--- config.mk ---
export PLATFORM = sky130hd
export DESIGN_NAME = led_stream_decoder_flat
export DESIGN_NICKNAME = d
export VERILOG_FILES = /design/src/rtl/led_stream_decoder_pkg.sv /design/src/rtl/led_stream_decoder_if.sv /design/src/rtl/led_stream_decoder_mac.sv /design/src/rtl/led_stream_decoder.sv /design/src/flat_wrapper.sv
export SDC_FILE = /design/constraint.sdc
export NUM_CORES = 1
export LEC_CHECK = 0
export BUFFER_PORTS_ARGS = -buffer_cell sky130_fd_sc_hd__buf_2
export CAP_MARGIN = 15
export CORE_AREA = 2 2 97 90
export CTS_BUF_LIST = sky130_fd_sc_hd__clkbuf_8
export DETAILED_ROUTE_END_ITERATION = 7
export DIE_AREA = 0 0 99 92
export MAX_ROUTING_LAYER = met4
export PLACE_DENSITY = 0.79
export SKIP_CTS_REPAIR_TIMING = 1
export SLEW_MARGIN = 20
export SYNTH_ARGS = -nofsm -noshare
export SYNTH_HDL_FRONTEND = slang
export SYNTH_SLANG_ARGS = --single-unit
--- constraint.sdc ---
create_clock -name clk -period 3.05 [get_ports clk]
set_input_delay 0.1525 -clock clk [delete_from_list [all_inputs] [get_ports clk]]
set_output_delay 0.1525 -clock clk [all_outputs]
set_load 0.005 [all_outputs]
--- src/rtl/led_stream_decoder_pkg.sv ---
// Shared definitions for the LED display digit link.
// Contents: default digit count, BCD digit type, largest legal digit,
//           decoder state encoding and the shift-add multiply-by-10 helper.
// Configuration macro used by the decoder: LED_DECODE_CHANGE_ONLY_EN.
package led_link_pkg;

  localparam int unsigned NUM_DIGITS_DEF = 8;

  typedef logic [3:0] bcd_t;

  localparam bcd_t BCD_MAX = 4'd9;

  typedef enum logic {
    HUNT,
    LOCK
  } dec_state_t;

  // Working width of mul10; callers truncate to their own width, which
  // gives the same result as doing the arithmetic mod 2^width.
  localparam int unsigned MAC_W = 64;

  function automatic logic [MAC_W-1:0] mul10(input logic [MAC_W-1:0] a);
    return (a << 3) + (a << 1);
  endfunction

endpackage

--- src/rtl/led_stream_decoder_if.sv ---
// Digit-stream link plus decoded-result bundle for led_stream_decoder.
// Signals:
//   cclr_neg       frame marker, low on the cycle carrying the MSD
//   num            BCD digit, one per clock
//   balance        last good reconstructed value
//   balance_valid  one-cycle pulse, balance updated
//   locked         high once a frame marker has been seen
//   frame_err      one-cycle pulse, marker arrived mid-frame
//   digit_err      one-cycle pulse, completed frame had a digit > 9
// Modports: master drives the link and observes results; slave is the decoder.
interface led_stream_decoder_if #(
  parameter int unsigned OUT_W = 32
);
  import led_link_pkg::*;

  logic             cclr_neg;
  bcd_t             num;
  logic [OUT_W-1:0] balance;
  logic             balance_valid;
  logic             locked;
  logic             frame_err;
  logic             digit_err;

  modport master (
    output cclr_neg, num,
    input  balance, balance_valid, locked, frame_err, digit_err
  );

  modport slave (
    input  cclr_neg, num,
    output balance, balance_valid, locked, frame_err, digit_err
  );

endinterface

--- src/rtl/led_stream_decoder_mac.sv ---
// bcd_mac_stage: combinational acc*10 + num, or num alone when load_i is set
// (frame start). Result is taken mod 2^OUT_W.
// Ports:
//   acc_i   running accumulator
//   num_i   incoming BCD digit
//   load_i  1 = start a new frame with num_i
//   acc_o   next accumulator value
module bcd_mac_stage
  import led_link_pkg::*;
#(
  parameter int unsigned OUT_W = 32
) (
  input  logic [OUT_W-1:0] acc_i,
  input  bcd_t             num_i,
  input  logic             load_i,
  output logic [OUT_W-1:0] acc_o
);

  always_comb begin
    acc_o = OUT_W'(num_i);
    if (!load_i) begin
      acc_o = OUT_W'(mul10(MAC_W'(acc_i))) + OUT_W'(num_i);
    end
  end

endmodule

--- src/rtl/led_stream_decoder.sv ---
// led_stream_decoder: locks to the cclr_neg frame marker, captures NUM_DIGITS
// BCD digits MSD first, rebuilds the binary value and presents it with a
// one-cycle balance_valid pulse. All outputs are registered.
// Ports:
//   clk      system clock, rising edge
//   rst_neg  asynchronous active-low reset
//   bus      led_stream_decoder_if.slave (link inputs, result outputs)
// Optional feature macro: LED_DECODE_CHANGE_ONLY_EN -- when defined,
// balance_valid pulses only for the first good frame after reset or when a
// good frame's value differs from the stored balance.
module led_stream_decoder
  import led_link_pkg::*;
#(
  parameter int unsigned NUM_DIGITS = NUM_DIGITS_DEF,
  parameter int unsigned OUT_W      = 32
) (
  input  logic                clk,
  input  logic                rst_neg,
  led_stream_decoder_if.slave bus
);

  localparam int unsigned IDX_W = (NUM_DIGITS > 1) ? $clog2(NUM_DIGITS) : 1;
  localparam logic [IDX_W-1:0] LAST_IDX = IDX_W'(NUM_DIGITS - 1);

  dec_state_t       state_q, state_d;
  logic [IDX_W-1:0] idx_q, idx_d;
  logic [OUT_W-1:0] acc_q, acc_d;
  logic             bad_q, bad_d;
  logic [OUT_W-1:0] balance_q, balance_d;
  logic             valid_q, valid_d;
  logic             locked_q, locked_d;
  logic             ferr_q, ferr_d;
  logic             derr_q, derr_d;
`ifdef LED_DECODE_CHANGE_ONLY_EN
  logic             first_seen_q, first_seen_d;
`endif

  logic             load;
  logic             digit_bad;
  logic             bad_next;
  logic [OUT_W-1:0] mac_acc;

  bcd_mac_stage #(.OUT_W(OUT_W)) u_mac (
    .acc_i  (acc_q),
    .num_i  (bus.num),
    .load_i (load),
    .acc_o  (mac_acc)
  );

  always_comb begin
    state_d   = state_q;
    idx_d     = idx_q;
    acc_d     = acc_q;
    bad_d     = bad_q;
    balance_d = balance_q;
    valid_d   = 1'b0;
    locked_d  = locked_q;
    ferr_d    = 1'b0;
    derr_d    = 1'b0;
    load      = 1'b0;
`ifdef LED_DECODE_CHANGE_ONLY_EN
    first_seen_d = first_seen_q;
`endif
    digit_bad = (bus.num > BCD_MAX);
    bad_next  = bad_q | digit_bad;

    unique case (state_q)
      HUNT: begin
        if (!bus.cclr_neg) begin
          load     = 1'b1;
          acc_d    = mac_acc;
          idx_d    = IDX_W'(1);
          bad_d    = digit_bad;
          locked_d = 1'b1;
          state_d  = LOCK;
        end
      end
      LOCK: begin
        // idx 0 with no marker is the free-running wrap: a legal frame start.
        if (!bus.cclr_neg || idx_q == '0) begin
          load  = 1'b1;
          acc_d = mac_acc;
          idx_d = IDX_W'(1);
          bad_d = digit_bad;
          ferr_d = !bus.cclr_neg && (idx_q != '0);
        end else begin
          acc_d = mac_acc;
          bad_d = bad_next;
          if (idx_q == LAST_IDX) begin
            idx_d = '0;
            if (bad_next) begin
              derr_d = 1'b1;
            end else begin
              balance_d = mac_acc;
`ifdef LED_DECODE_CHANGE_ONLY_EN
              valid_d      = !first_seen_q || (mac_acc != balance_q);
              first_seen_d = 1'b1;
`else
              valid_d = 1'b1;
`endif
            end
          end else begin
            idx_d = idx_q + IDX_W'(1);
          end
        end
      end
      default: state_d = HUNT;
    endcase
  end

  always_ff @(posedge clk or negedge rst_neg) begin
    if (!rst_neg) begin
      state_q   <= HUNT;
      idx_q     <= '0;
      acc_q     <= '0;
      bad_q     <= 1'b0;
      balance_q <= '0;
      valid_q   <= 1'b0;
      locked_q  <= 1'b0;
      ferr_q    <= 1'b0;
      derr_q    <= 1'b0;
`ifdef LED_DECODE_CHANGE_ONLY_EN
      first_seen_q <= 1'b0;
`endif
    end else begin
      state_q   <= state_d;
      idx_q     <= idx_d;
      acc_q     <= acc_d;
      bad_q     <= bad_d;
      balance_q <= balance_d;
      valid_q   <= valid_d;
      locked_q  <= locked_d;
      ferr_q    <= ferr_d;
      derr_q    <= derr_d;
`ifdef LED_DECODE_CHANGE_ONLY_EN
      first_seen_q <= first_seen_d;
`endif
    end
  end

  assign bus.balance       = balance_q;
  assign bus.balance_valid = valid_q;
  assign bus.locked        = locked_q;
  assign bus.frame_err     = ferr_q;
  assign bus.digit_err     = derr_q;

endmodule

--- src/flat_wrapper.sv ---
// flat-port wrapper written by rule: the top's interface ports become plain ports
module led_stream_decoder_flat import led_link_pkg::*;
#(
  parameter int unsigned NUM_DIGITS = NUM_DIGITS_DEF,
  parameter int unsigned OUT_W      = 32
)
  (clk, rst_neg, bus_cclr_neg, bus_num, bus_balance, bus_balance_valid, bus_locked, bus_frame_err, bus_digit_err);
  led_stream_decoder_if #(.OUT_W(OUT_W)) bus_i ();
  input  logic clk;
  input  logic rst_neg;
  input wire logic [$bits(bus_i.cclr_neg)-1:0] bus_cclr_neg;
  input wire logic [$bits(bus_i.num)-1:0] bus_num;
  output wire logic [$bits(bus_i.balance)-1:0] bus_balance;
  output wire logic [$bits(bus_i.balance_valid)-1:0] bus_balance_valid;
  output wire logic [$bits(bus_i.locked)-1:0] bus_locked;
  output wire logic [$bits(bus_i.frame_err)-1:0] bus_frame_err;
  output wire logic [$bits(bus_i.digit_err)-1:0] bus_digit_err;
  assign bus_i.cclr_neg = bus_cclr_neg;
  assign bus_i.num = bus_num;
  assign bus_balance = bus_i.balance;
  assign bus_balance_valid = bus_i.balance_valid;
  assign bus_locked = bus_i.locked;
  assign bus_frame_err = bus_i.frame_err;
  assign bus_digit_err = bus_i.digit_err;
  led_stream_decoder #(.NUM_DIGITS(NUM_DIGITS), .OUT_W(OUT_W)) u_core (.clk(clk), .rst_neg(rst_neg), .bus(bus_i));
endmodule
==> results.ini <==
[global_route]
grt_max_degree = 73
grt-ovfl-total = 0
grt_pass1_wl_um = 19600
grt_use_total_pct = 27.6
antenna_found_initial = 0
grt_pass1_vias = 3982

[clock_network]
clock_sinks = 72
cts_root_buffer = clkbuf_8
numCtsBuffers = 9
cts_buffer_depth = 2
insertion_delay_ns = 0.35
cts.clk_slew.worst_paths_ns = 0.08
cts_max_level = 3
cts_tree = yes

[placement]
dpl.hpwl_um = 8160
port_buffers = 42
placed_area_um2 = 5180
gp_congestion = 0.918

[sta]
whs_ns = -0.0738
fin_crit_ns = 2.95
hold_violations = 72
setup_tns_ns = 0
max_freq_mhz = 338
skew_ns = 0.00887
slew-limit-headroom_pct = 39.8
period_share_pct = 96.9
setup_viol = 0
slew_viol_final = 0
max_slew.worst_pin.slew_ns = 0.904
rsz0062_at_grt = false

[synthesis]
synth_edf_count = 0
async_reset_ff_share_pct = 100
synthCells = 520
yosysTopAreaCell = dfrtp_1
syn_area_um2 = 4890
yosysSeqAreaShare_pct = 36.8
synth-seq-cells = 72
synthTopCellsByArea = dfrtp_1, ha_1, nand2_1
ys_dominant_reg_cell = dfrtp_1
synth_cell_type_count = 63
yosys-top-cells-count = nand2_1, dfrtp_1, ha_1
yosysMostFrequentCell = nand2_1
ys_warn_count = 0
synth_nets = 590
synth_top_area_share_pct = 36.8
syn_avg_cell_area_um2 = 9.41

[critical_path]
worst-path-buf-inv = 2
critPathLaunchType = flip-flop
crit_required_ns = 3.34
r2r_setup_slack_ns = 0.1
worst_path_max_delay_cell = fa_1
cpPeakStageDelay_ns = 0.57
cp.arrival_ns = 3.24
endpoint_kind = flip-flop
crit_chain = inv_1 -> fa_1 -> inv_2 -> ha_4 -> a211oi_2 -> nor4b_2 -> o21ai_2 -> a31oi_4 -> a311oi_2 -> or4_1 -> nand3_1
critPathKind = reg -> reg
cp_top_family = simple AND/OR/NAND/NOR gates
crit_fanout = 4

[status]
status = complete, but fails checks
violations = negative hold slack

[routing]
wire_per_inst_um = 17.3
drt-vias-per-instance = 6.09
vias = 4094
initialDrtViolationCount = 249
drc = 0
drtPass1Iterations = 5
detail-route-antenna-nets = 0
wl_um = 11600

[layout]
utilization_pct = 68.1
fin_area_um2 = 5590
nFillCells = 631
drive_above_1_share_pct = 18.2
antenna_cells = 0
nNetsFinal = 636
syn2layout_area_growth_pct = 14.4

[power]
power.total_mw = 4.44
vdd_ir_drop_max_uv = 419
power_density_nw_per_um2 = 794
leakage_nw = 2.98

[die]
core_um2 = 8210
io_pins = 43
chipWidth_um = 99
dieHeight_um = 92
rows = 32
dieArea_um2 = 9110
initial_core_util_pct = 59.6

[min_path]
hold_path.class = in -> async

[flow_run]
maxCapViolCount = 0

logic make-up (layout without fill, tap and decap cells):
kind of cell | count (synthesis) | after routing | share of synthesized area, %
muxes | 16 | 16 | 3.50
and+or+nand+nor | 157 | 157 | 15.3
AOI/OAI and AO/OA | 146 | 146 | 20.0
DFF | 72 | 72 | 36.8
buffers and inverters | 43 | 93 | 3.84
xor gates and xnor gates | 23 | 23 | 4.12
adders and majority gates | 63 | 63 | 16.4
sequential cells by signal (all words and copies together) (netlist names):
signal                    cells
u_core.acc_q                 31
u_core.bus.digit_err          1
u_core.bus.balance_valid      1
u_core.bus.locked             1
u_core.bus.frame_err          1
u_core.idx_q                  3
u_core.state_q                1
u_core.bad_q                  1
u_core.bus.balance           32
layer usage:
layer / vias up / part of all wire, % / track usage [%]
li1: 1966 / - / -
met1: 1981 / 46 / 37.5
met2: 131 / 47 / 43.0
met3: 16 / 5.3 / 5.56
met4: 0 / 1.4 / 6.39
met5: - / 0 / -
power breakdown:
group          internal (mW)  switching (mW)
clock network          0.646           0.370
logic                  0.826            1.25
registers               1.17           0.180
total                   2.64            1.80
stage by stage:
stage,worst slack (ns),cells
after global placement,0.0707,650
after detailed placement,-0.0578,650
after CTS,-0.0747,665
after floorplan,0.268,520
final,0.0956,672
after global routing,0.00104,672
final cells by class:
| type | count | area [um^2] | area share (%) |
|---|---|---|---|
| repair buffers | 57 | 328 | 5.86 |
| clock inverters | 5 | 129 | 2.30 |
| well taps | 102 | 128 | 2.28 |
| clock buffers | 10 | 138 | 2.46 |
| multi-input cells | 405 | 2990 | 53.5 |
| inverters | 21 | 78.8 | 1.41 |
| flip-flops and latches | 72 | 1800 | 32.2 |
final timing paths:
check,from,endpoint,depth (start not counted)
hold / removal,rst_neg,u_core.acc_q[1]$_DFFE_PN0P_,1
setup reg to reg,u_core.acc_q[2]$_DFFE_PN0P_,u_core.bus.balance[31]$_DFFE_PN0P_,11
setup / recovery,u_core.acc_q[2]$_DFFE_PN0P_,u_core.bus.balance[31]$_DFFE_PN0P_,11
hold reg to reg,u_core.bus.balance[8]$_DFFE_PN0P_,u_core.bus.balance[8]$_DFFE_PN0P_,2
max in group asynchronous,rst_neg,u_core.idx_q[2]$_DFFE_PN0P_,1
min in group clk,bus_num[0],u_core.bus.balance[0]$_DFFE_PN0P_,3
cells in the final DEF, fill, tap and decap left out, drive strengths merged, types with 10 or more instances in the layout:
cell     n
nand2   77
dfrtp   72
ha      61
buf     56
o21ai   42
nor2    30
a21oi   27
inv     21
xnor2   18
a21o    17
a22o    12
clkbuf  10
No activity file was read; power rests on OpenSTA's default activity.
